$ cat config.mk
export PLATFORM = sky130hd
export DESIGN_NAME = des_result_uart_tx
export DESIGN_NICKNAME = d
export VERILOG_FILES = /design/src/rtl/des_uart_pkg.sv /design/src/rtl/des_result_uart_tx_byte.sv /design/src/rtl/des_result_uart_tx.sv
export SDC_FILE = /design/constraint.sdc
export NUM_CORES = 1
export LEC_CHECK = 0
export BUFFER_PORTS_ARGS = -buffer_cell sky130_fd_sc_hd__buf_2
export CORE_MARGIN = 8
export CORE_UTILIZATION = 34
export DETAILED_ROUTE_END_ITERATION = 7
export GPL_ROUTABILITY_DRIVEN = 0
export GPL_TIMING_DRIVEN = 0
export PLACE_DENSITY = 0.61
export SYNTH_ARGS = -nofsm -noshare
export SYNTH_HDL_FRONTEND = slang
export SYNTH_SLANG_ARGS = --single-unit
export TNS_END_PERCENT = 30
$ cat constraint.sdc
create_clock -name clk -period 5.06 [get_ports clk]
set_input_delay 1.012 -clock clk [delete_from_list [all_inputs] [get_ports clk]]
set_output_delay 1.012 -clock clk [all_outputs]
set_load 0.05 [all_outputs]
$ cat src/rtl/des_uart_pkg.sv
// des_uart_pkg
// Shared definitions for the DES result UART readout path:
//   state_t          - transmitter / sequencer state encoding
//   ASCII_*          - character constants (CR, LF, '0', 'A')
//   nibble_to_ascii  - 4-bit value to uppercase ASCII hex digit
package des_uart_pkg;

    typedef enum logic [2:0] {
        IDLE      = 3'd0,
        START_BIT = 3'd1,
        DATA_BITS = 3'd2,
        STOP_BIT  = 3'd3,
        NEXT_CHAR = 3'd4
    } state_t;

    localparam logic [7:0] ASCII_CR = 8'h0D;
    localparam logic [7:0] ASCII_LF = 8'h0A;
    localparam logic [7:0] ASCII_0  = 8'h30;
    localparam logic [7:0] ASCII_A  = 8'h41;

    function automatic logic [7:0] nibble_to_ascii(input logic [3:0] nib);
        if (nib < 4'd10)
            return ASCII_0 + {4'h0, nib};
        else
            return ASCII_A + {4'h0, nib} - 8'd10;
    endfunction

endpackage

$ cat src/rtl/des_result_uart_tx_byte.sv
// uart_tx_byte
// 8N1 byte serializer. Owns the baud counter and bit counter.
// Ports:
//   clk, rst_n  - clock, asynchronous active-low reset
//   load        - take tx_byte this cycle (only honoured while ready = 1)
//   tx_byte     - byte to send, LSB first
//   ready       - 1 when idle, or in the last cycle of a stop bit; a load in
//                 that last cycle chains the next start bit with no gap
//   txd         - serial line, idle high
module uart_tx_byte
    import des_uart_pkg::*;
#(
    parameter int CLK_HZ = 50_000_000,
    parameter int BAUD   = 115200
) (
    input  logic       clk,
    input  logic       rst_n,
    input  logic       load,
    input  logic [7:0] tx_byte,
    output logic       ready,
    output logic       txd
);

    localparam int DIV = CLK_HZ / BAUD;
    localparam int CW  = (DIV > 1) ? $clog2(DIV) : 1;
    localparam logic [CW-1:0] DIV_M1 = CW'(DIV - 1);

    state_t          state_reg;
    logic [CW-1:0]   baud_reg;
    logic [2:0]      bit_reg;
    logic [7:0]      shift_reg;
    logic            txd_reg;

    logic bit_end;
    assign bit_end = (baud_reg == DIV_M1);
    assign ready   = (state_reg == IDLE) || ((state_reg == STOP_BIT) && bit_end);
    assign txd     = txd_reg;

    always_ff @(posedge clk or negedge rst_n) begin
        if (!rst_n) begin
            state_reg <= IDLE;
            baud_reg  <= '0;
            bit_reg   <= '0;
            shift_reg <= '0;
            txd_reg   <= 1'b1;
        end else begin
            case (state_reg)
                IDLE: begin
                    baud_reg <= '0;
                    bit_reg  <= '0;
                    if (load) begin
                        shift_reg <= tx_byte;
                        txd_reg   <= 1'b0;
                        state_reg <= START_BIT;
                    end
                end
                START_BIT: begin
                    if (bit_end) begin
                        baud_reg  <= '0;
                        txd_reg   <= shift_reg[0];
                        state_reg <= DATA_BITS;
                    end else begin
                        baud_reg <= baud_reg + 1'b1;
                    end
                end
                DATA_BITS: begin
                    if (bit_end) begin
                        baud_reg <= '0;
                        if (bit_reg == 3'd7) begin
                            bit_reg   <= '0;
                            txd_reg   <= 1'b1;
                            state_reg <= STOP_BIT;
                        end else begin
                            bit_reg   <= bit_reg + 3'd1;
                            // shift_reg[0] is on the line; bring the next bit up
                            txd_reg   <= shift_reg[1];
                            shift_reg <= {1'b0, shift_reg[7:1]};
                        end
                    end else begin
                        baud_reg <= baud_reg + 1'b1;
                    end
                end
                STOP_BIT: begin
                    if (bit_end) begin
                        baud_reg <= '0;
                        if (load) begin
                            // next character starts straight after this stop bit
                            shift_reg <= tx_byte;
                            txd_reg   <= 1'b0;
                            state_reg <= START_BIT;
                        end else begin
                            state_reg <= IDLE;
                        end
                    end else begin
                        baud_reg <= baud_reg + 1'b1;
                    end
                end
                default: begin
                    state_reg <= IDLE;
                    txd_reg   <= 1'b1;
                end
            endcase
        end
    end

endmodule

$ cat src/rtl/des_result_uart_tx.sv
// des_result_uart_tx
// Captures a 64-bit DES result on start and sends it as 16 uppercase ASCII
// hex characters, most-significant nibble first, over an 8N1 UART line.
// Optional feature macro: DES_TX_CRLF_EN appends CR LF (18 characters).
// Ports:
//   clk      - system clock (CLOCK_50 at board level)
//   rst_n    - asynchronous active-low reset
//   start    - one-cycle transmit request, accepted only when idle
//   data_in  - 64-bit result, sampled on acceptance
//   busy     - high from the cycle after acceptance to the end of the last stop bit
//   done     - one-cycle pulse after the last stop bit
//   txd      - UART line, idle high
module des_result_uart_tx
    import des_uart_pkg::*;
#(
    parameter int CLK_HZ = 50_000_000,
    parameter int BAUD   = 115200
) (
    input  logic        clk,
    input  logic        rst_n,
    input  logic        start,
    input  logic [63:0] data_in,
    output logic        busy,
    output logic        done,
    output logic        txd
);

`ifdef DES_TX_CRLF_EN
    localparam logic [4:0] LAST_IDX = 5'd17;
`else
    localparam logic [4:0] LAST_IDX = 5'd15;
`endif

    state_t       state_reg;
    logic [63:0]  shadow_reg;
    logic [4:0]   idx_reg;
    logic         busy_reg;
    logic         done_reg;

    logic         ser_ready;
    logic         load;
    logic [4:0]   sel_idx;
    logic [3:0]   nib;
    logic [7:0]   tx_byte;

    assign busy = busy_reg;
    assign done = done_reg;

    // NEXT_CHAR: the first character is handed over one cycle after acceptance.
    // START_BIT here means "a character is on the line"; when the serializer
    // reports ready the next character is handed over in that same cycle.
    always_comb begin
        load    = 1'b0;
        sel_idx = idx_reg;
        if (state_reg == NEXT_CHAR) begin
            load = 1'b1;
        end else if ((state_reg == START_BIT) && ser_ready && (idx_reg != LAST_IDX)) begin
            load    = 1'b1;
            sel_idx = idx_reg + 5'd1;
        end
        nib     = 4'(shadow_reg >> (7'd60 - {sel_idx, 2'b00}));
        tx_byte = nibble_to_ascii(nib);
`ifdef DES_TX_CRLF_EN
        if (sel_idx == 5'd16)
            tx_byte = ASCII_CR;
        else if (sel_idx == 5'd17)
            tx_byte = ASCII_LF;
`endif
    end

    always_ff @(posedge clk or negedge rst_n) begin
        if (!rst_n) begin
            state_reg  <= IDLE;
            shadow_reg <= '0;
            idx_reg    <= '0;
            busy_reg   <= 1'b0;
            done_reg   <= 1'b0;
        end else begin
            done_reg <= 1'b0;
            case (state_reg)
                IDLE: begin
                    // no restart in the done cycle itself
                    if (start && !busy_reg && !done_reg) begin
                        shadow_reg <= data_in;
                        idx_reg    <= '0;
                        busy_reg   <= 1'b1;
                        state_reg  <= NEXT_CHAR;
                    end
                end
                NEXT_CHAR: begin
                    state_reg <= START_BIT;
                end
                START_BIT: begin
                    if (ser_ready) begin
                        if (idx_reg == LAST_IDX) begin
                            done_reg  <= 1'b1;
                            busy_reg  <= 1'b0;
                            state_reg <= IDLE;
                        end else begin
                            idx_reg <= idx_reg + 5'd1;
                        end
                    end
                end
                default: begin
                    state_reg <= IDLE;
                    busy_reg  <= 1'b0;
                end
            endcase
        end
    end

    uart_tx_byte #(
        .CLK_HZ (CLK_HZ),
        .BAUD   (BAUD)
    ) u_tx (
        .clk     (clk),
        .rst_n   (rst_n),
        .load    (load),
        .tx_byte (tx_byte),
        .ready   (ser_ready),
        .txd     (txd)
    );

endmodule
==> impl_metrics.py, run 1 <==
metrics = {
    "drt": {
        "remaining_antenna_violation_count_after_routing": 0,
        "route.detailed.vias_per_inst": 5.54,
        "drt_drc_violations_left": 0,
        "drt_pre_antenna_iters": 5,
        "wl_per_cell_um": 18.3,
        "routed_wirelength_mm": 14.9,
        "detail_route.iter0.violations": 274,
        "dr_total_vias": 4532,
    },
    "yosys": {
        "synth_flop_cell": "dfrtp_1",
        "netlist_area_sq_um": 5720,
        "synth-edff-count": 0,
        "ys.warnings.count": 0,
        "synth-async-reset-ratio_pct": 100,
        "ys_ff_latch": 95,
        "synthCells": 512,
        "avgSynthCellArea_sq_um": 11.2,
        "synth-seq-area-share_pct": 41.6,
        "number_of_nets_produced_by_synthesis": 591,
        "yosysUniqueCellTypes": 69,
    },
    "setup_path": {
        "critPathLaunch": "idx_reg[0]$_DFFE_PN0P_",
        "worstSetupEndpointType": "flip-flop",
        "cpPeakStageDelay_ps": 500,
        "critPathTopFamily": "simple AND/OR/NAND/NOR gates",
        "r2r_slack_ps": 760,
        "critPathMostFrequentCell": "ha_1",
        "crit_type": "flip-flop to flip-flop",
        "critical_path_s_slowest_cell": "nor2_1",
        "timing.rr.end": "u_tx.shift_reg[6]$_DFFE_PN0P_",
        "worstPathCellList": "ha_1 > clkbuf_1 > inv_1 > nor3_1 > ha_1 > and4bb_2 > buf_2 > buf_6 > nor2_1 > o2111ai_1 > a222oi_1 > nand2b_1 > ha_1 > nand2b_1 > nor3b_2 > mux2_2",
        "critical_path.reg2reg.startpoint": "idx_reg[0]$_DFFE_PN0P_",
        "worst-path-max-fanout": 10,
        "crit_path_end": "u_tx.shift_reg[6]$_DFFE_PN0P_",
        "cp_data_arrival_time_ps": 4540,
        "critPathLaunchType": "flip-flop",
        "worstSetupPathDepth": 16,
        "crit_buf_inv": 4,
        "worstPathRequired_ps": 5300,
        "worst_r2r_path_depth": 16,
    },
    "clock_network": {
        "cts_sinks": 95,
        "clock_tree.htree_level_count": 3,
        "post_cts_resize_count": 0,
        "clock_tree.root_cell": "clkbuf_16",
        "post_cts_setup_buffers": 0,
        "cts_buffer_depth": 2,
        "worst_skew_pair_latency_ps": 350,
        "cts_buffers": 9,
        "cts.reportedPaths.clkPinSlew_ps": 70,
        "cts-hold-fix-buffers": 0,
        "cts_tree": "built",
    },
    "pwr": {
        "cellInternalPower_mw": 2.64,
        "share_clk_of_total_power_pct": 15.5,
        "max-vdd-ir-drop_mv": 0.300,
        "p_seq_share_pct": 31.3,
        "net-switching-power_mw": 1.75,
        "switching_share_pct": 39.9,
        "p_leak_nw": 2.79,
        "share_comb_of_total_power_pct": 53.2,
        "power_density_nw_per_um2": 660,
    },
    "timing": {
        "worst_slew_pin_slew_ps": 797,
        "finalHoldViolCount": 0,
        "setup_viol_count_final": 0,
        "timing.slew.headroom_pct": 46.9,
        "rsz_0062_raised_after_global_routing": "no",
        "maxSlewViolCount": 0,
        "worst_clock_skew_ps": 8.30,
        "hold_ws_ps": 498,
        "fin_setup_tns_ps": 0,
        "max_freq_mhz": 233,
        "final_period_utilization_pct": 84.9,
        "finalCriticalPeriod_ps": 4300,
    },
    "global_route": {
        "groute.usage.overall_pct": 14.3,
        "gr_overflow_total": 0,
        "grt_antenna_before_repair": 0,
        "grt_pass1_wl_mm": 24.9,
        "first_global_vias": 4800,
        "grt_start_max_net_pins": 67,
    },
    "layout": {
        "finalNonFillerCells": 818,
        "diodes": 0,
        "largest_register_ffs": 64,
        "final_layout_size_suffix_gt1_share_pct": 34.6,
        "nFillCells": 1602,
        "design.final.nets": 672,
        "finalInstanceArea_sq_um": 6670,
        "synthToLayoutAreaGrowth_pct": 16.6,
    },
    "job": {
        "maxCapViolations": 0,
    },
    "die": {
        "ios": 70,
        "initial_core_util_pct": 34.6,
        "placement_rows": 47,
        "die_area_sq_um": 21200,
        "die_w_um": 146,
        "floorplan.die.height_um": 146,
        "fp.coreArea_sq_um": 16500,
    },
    "placed_design": {
        "placedInstanceArea_sq_um": 6370,
        "port_buffers": 69,
        "dp_hpwl_mm": 11.3,
        "placed_instances": 802,
    },
    "worst_hold_path": {
        "timing.hold.worst_path_depth": 2,
        "min_path_type": "flip-flop to flip-flop",
    },
    "status": {
        "status": "finished, final reports clean",
    },
}
[per-stage QoR]
| step | total power, mW | setup slack, ps | util, % |
|---|---|---|---|
| floorplan | 3.14 | 1450 | - |
| CTS | 4.42 | 777 | 40.3 |
| finish | 4.40 | 765 | 40.3 |
| detailed placement | 3.72 | 800 | 38.6 |
| global route | 4.74 | 456 | 40.3 |
| global placement | 3.62 | 873 | 38.4 |
[cells by family after synthesis]
kind of cell | synth area share, %
buf+inv | 4.00
simple gates | 11.8
mux | 24.8
compound gates | 14.6
flops | 41.6
xor+xnor | 0.613
fa+ha+maj | 2.62
[power by group through the flow]
stage | Sequential (mW) | Combinational [mW] | Clock (mW)
finish | 1.38 | 2.34 | 0.683
global placement | 1.35 | 2.26 | 0
global route | 1.43 | 2.58 | 0.733
detailed placement | 1.39 | 2.33 | 0
floorplan | 1.31 | 1.83 | 0
CTS | 1.38 | 2.35 | 0.701
[metal layers]
metal,vias up,global-route usage [%],routed length [um]
li1,2110,-,-
met1,2250,16.8,6230
met2,149,24.7,7530
met3,23,3.73,884
met4,0,5.41,310
met5,-,0,0
[worst min path at each step]
| stage | start | end | slack [ps] |
|---|---|---|---|
| final | u_tx.shift_reg[5]$_DFFE_PN0P_ | u_tx.shift_reg[5]$_DFFE_PN0P_ | 500 |
| after CTS | u_tx.shift_reg[5]$_DFFE_PN0P_ | u_tx.shift_reg[5]$_DFFE_PN0P_ | 500 |
| after global placement | u_tx.shift_reg[5]$_DFFE_PN0P_ | u_tx.shift_reg[5]$_DFFE_PN0P_ | 460 |
| after global routing | u_tx.shift_reg[3]$_DFFE_PN0P_ | u_tx.shift_reg[3]$_DFFE_PN0P_ | 520 |
| after floorplan | u_tx.shift_reg[5]$_DFFE_PN0P_ | u_tx.shift_reg[5]$_DFFE_PN0P_ | 440 |
| after detailed placement | u_tx.shift_reg[5]$_DFFE_PN0P_ | u_tx.shift_reg[5]$_DFFE_PN0P_ | 490 |
[worst register-to-register path, cell delays in order (launching register included)]
cell and delay, ps:
dfrtp_1 410, ha_1 170, clkbuf_1 340, inv_1 130
nor3_1 210, ha_1 250, and4bb_2 250, buf_2 170
buf_6 160, nor2_1 500, o2111ai_1 220, a222oi_1 450
nand2b_1 210, ha_1 180, nand2b_1 80, nor3b_2 170
mux2_2 280
[area by class of cell]
type	count	area (sq um)	area share [%]
clock inverters	1	8.76	0.131
clock buffers	15	288	4.32
plain buffers	34	188	2.81
flip-flops and latches	95	2380	35.7
well taps	220	275	4.13
inverters	11	41.3	0.619
multi-input cells	372	3110	46.7
repair buffers	70	375	5.63
[Yosys cell counts, types with 9 or more instances]
cell      number  area share [%]
inv_1         11            0.72
a21oi_1       31             2.7
nand2_1       44             2.9
o21ai_0       46             4.0
mux4_2        25             9.8
nor2_1        19             1.2
mux2_2        70              14
dfrtp_1       94              41
buf_2          9            0.79
nand3_1        9            0.79
clkbuf_1      17             1.1
ha_1          12             2.6
[layout by cell type (no fill, tap or decap), types with 3 or more instances in the layout]
master / synthesis / routed
buf_6: 6 / 6
o21ai_0: 46 / 46
mux2i_1: 4 / 4
clkbuf_1: 17 / 19
nor4_1: 4 / 4
inv_1: 11 / 11
nor2b_1: 6 / 6
xnor2_1: 3 / 3
a21oi_1: 31 / 31
mux2_2: 70 / 70
buf_2: 9 / 77
mux4_2: 25 / 25
nor3_1: 5 / 5
nand3_1: 9 / 9
nand4_1: 5 / 5
ha_1: 12 / 12
and3_1: 8 / 8
o21ai_1: 3 / 3
clkbuf_8: 0 / 4
dfrtp_1: 94 / 94
clkbuf_16: 0 / 9
and2_1: 5 / 5
nor2_1: 19 / 19
nand2_1: 44 / 44
nand2b_1: 8 / 8
a32oi_1: 8 / 8
a221oi_1: 4 / 4
o2111ai_1: 3 / 3
(Power assumes the default switching activity.)
==> run 2, diff against run 1 <==
--- a/config.mk
+++ b/config.mk
@@ -11,7 +11,7 @@
 export DETAILED_ROUTE_END_ITERATION = 7
 export GPL_ROUTABILITY_DRIVEN = 0
 export GPL_TIMING_DRIVEN = 0
-export PLACE_DENSITY = 0.61
+export PLACE_DENSITY = 0.63
 export SYNTH_ARGS = -nofsm -noshare
 export SYNTH_HDL_FRONTEND = slang
 export SYNTH_SLANG_ARGS = --single-unit
==> constraint.sdc (replaced) <==
create_clock -name clk -period 3.5 [get_ports clk]
set_input_delay 0.7 -clock clk [delete_from_list [all_inputs] [get_ports clk]]
set_output_delay 0.7 -clock clk [all_outputs]
set_load 0.05 [all_outputs]
==> run 2 against run 1 <==
Largest cell class unchanged. Hold slack got worse by 160 ps. Sequential power increased by 46%. Largest power group unchanged. Clock skew down 1.9 ps. The run now ends with negative setup slack left. First-iteration DRC count up 50%. Non-clock buffer count up 22. Sequential share of layout area shrank 1.9 points.
==> impl_metrics.py, run 2 (synthesis gave the netlist of run 1 again) <==
metrics = {
    "status": {
        "status": "finished with violations",
        "failed_checks": "negative setup slack",
    },
    "timing": {
        "max_freq_mhz": 286,
        "maxSlewViolCount": 0,
        "worst_slew_pin_slew_ps": 861,
        "final_period_utilization_pct": 100,
        "timing.slew.headroom_pct": 42.6,
        "worst_clock_skew_ps": 6.42,
        "setup_viol_count_final": 1,
        "hold_ws_ps": 335,
        "finalHoldViolCount": 0,
        "finalCriticalPeriod_ps": 3500,
        "post-route-worst-setup-slack_ps": -1.57,
        "rsz_0062_raised_after_global_routing": "yes",
    },
    "clock_network": {
        "clock_tree.root_cell": "clkbuf_16",
        "cts.reportedPaths.clkPinSlew_ps": 70,
        "clock_tree.htree_level_count": 3,
        "cts_buffers": 9,
        "cts-hold-fix-buffers": 0,
        "worst_skew_pair_latency_ps": 360,
        "cts_buffer_depth": 2,
        "cts_tree": "built",
        "cts_sinks": 95,
    },
    "die": {
        "die_w_um": 146,
        "ios": 70,
        "die_area_sq_um": 21200,
        "initial_core_util_pct": 34.6,
        "fp.coreArea_sq_um": 16500,
        "floorplan.die.height_um": 146,
        "placement_rows": 47,
    },
    "setup_path": {
        "worst-path-max-fanout": 8,
        "worstSetupEndpointType": "flip-flop",
        "critical_path.reg2reg.startpoint": "idx_reg[2]$_DFFE_PN0P_",
        "worstPathCellList": "buf_6 > clkinvlp_4 > nor3_4 > ha_4 > and4bb_1 > and3_4 > mux2_4 > a221oi_2 > a21oi_1 > o32a_1 > a2bb2oi_2 > ha_4 > nand2b_4 > nor3b_2 > mux2_4",
        "worstSetupPathDepth": 15,
        "cpPeakStageDelay_ps": 370,
        "timing.rr.end": "u_tx.shift_reg[6]$_DFFE_PN0P_",
        "critPathLaunch": "idx_reg[2]$_DFFE_PN0P_",
        "worst_r2r_path_depth": 15,
        "cp_data_arrival_time_ps": 3740,
        "critPathTopFamily": "simple AND/OR/NAND/NOR gates",
        "worstPathRequired_ps": 3740,
        "critPathLaunchType": "flip-flop",
        "r2r_slack_ps": -2,
        "critical_path_s_slowest_cell": "dfrtp_1",
        "crit_buf_inv": 2,
        "crit_type": "flip-flop to flip-flop",
    },
    "layout": {
        "largest_register_ffs": 64,
        "design.final.nets": 694,
        "diodes": 0,
        "synthToLayoutAreaGrowth_pct": 23.3,
        "finalNonFillerCells": 840,
        "layout.cells.most_common_list": "dfrtp_1 (94), buf_2 (74), mux2_2 (69), o21ai_0 (46), nand2_1 (41)",
        "finalInstanceArea_sq_um": 7050,
        "final_layout_size_suffix_gt1_share_pct": 42.6,
        "mostFrequentLayoutCell": "dfrtp_1",
    },
    "global_route": {
        "grt_pass1_wl_mm": 25.8,
        "first_global_vias": 4969,
        "grt_start_max_net_pins": 54,
        "gr_overflow_total": 0,
        "grt_antenna_before_repair": 0,
        "groute.usage.overall_pct": 14.9,
    },
    "drt": {
        "detail_route.iter0.violations": 412,
        "detailroute.wirelength.met3_um": 975,
        "drt_drc_violations_left": 0,
        "drt_pre_antenna_iters": 6,
        "route.detailed.vias_per_inst": 5.70,
        "dr_total_vias": 4790,
        "met2_length_mm": 7.97,
        "routed_wirelength_mm": 16.0,
        "wl_per_cell_um": 19.0,
        "top_layer_used": "met4",
        "m1WireLength_mm": 6.59,
        "remaining_antenna_violation_count_after_routing": 0,
    },
    "worst_hold_path": {
        "min_path_type": "input pin to asynchronous set/reset pin",
    },
    "placed_design": {
        "placedInstanceArea_sq_um": 6380,
        "placed_instances": 802,
        "port_buffers": 69,
        "dp_hpwl_mm": 11.4,
    },
    "pwr": {
        "max-vdd-ir-drop_mv": 0.398,
        "power_density_nw_per_um2": 973,
        "total_power_mw": 6.86,
        "p_leak_nw": 2.96,
    },
    "job": {
        "maxCapViolations": 0,
    },
}
[run 2: worst register-to-register path, delay by kind of cell (launching register included)]
kind            cells  cell delay [ps]
simple gates        5              890
compound gates      4              880
mux                 2              620
flops               1              370
fa+ha+maj           2              370
buf+inv             2              260
[run 2: cell type report]
class	count	area [sq um]
clock buffer	11	253
sequential	95	2380
tap	220	275
buffer	30	206
fill	1511	9470
clock inverter	5	32.5
inverter	11	51.3
timing repair buffer	96	568
multi-input combinational	372	3290
[run 2: worst max path at each step]
stage               slack, ps                       endpoint
detailed placement       -560  u_tx.shift_reg[2]$_DFFE_PN0P_
finish                     -2  u_tx.shift_reg[6]$_DFFE_PN0P_
floorplan                  10  u_tx.shift_reg[6]$_DFFE_PN0P_
CTS                       -40  u_tx.shift_reg[6]$_DFFE_PN0P_
global placement         -560  u_tx.shift_reg[6]$_DFFE_PN0P_
global route             -140  u_tx.shift_reg[6]$_DFFE_PN0P_
[run 2: repair_timing]
action	4_1_cts	5_1_grt
buffers inserted	14	11
resized for setup	35	22
setup endpoints to repair	7	7
pin swaps	12	11
cloned	0	1
hold endpoints to repair	0	0
[run 2: metal layers]
layer	track usage [%]	vias to the layer above
met5	0	-
met4	5.78	0
met3	3.98	42
met2	25.7	214
met1	17.4	2381
li1	-	2153
[run 2: power breakdown]
part	leakage [nW]	switching, mW	total, mW	internal, mW
Combinational	1.65	1.91	3.89	1.98
Sequential	1.17	0.419	2.01	1.59
Clock	0.134	0.437	0.955	0.518
[run 2: metrics by stage]
stage	setup TNS (ps)	utilization, %	setup slack, ps
global placement	-2800	38.4	-557
global route	-608	42.7	-135
CTS	-35.6	41.6	-35.6
finish	-1.57	42.7	-1.57
floorplan	0	-	10.5
detailed placement	-2850	38.6	-564
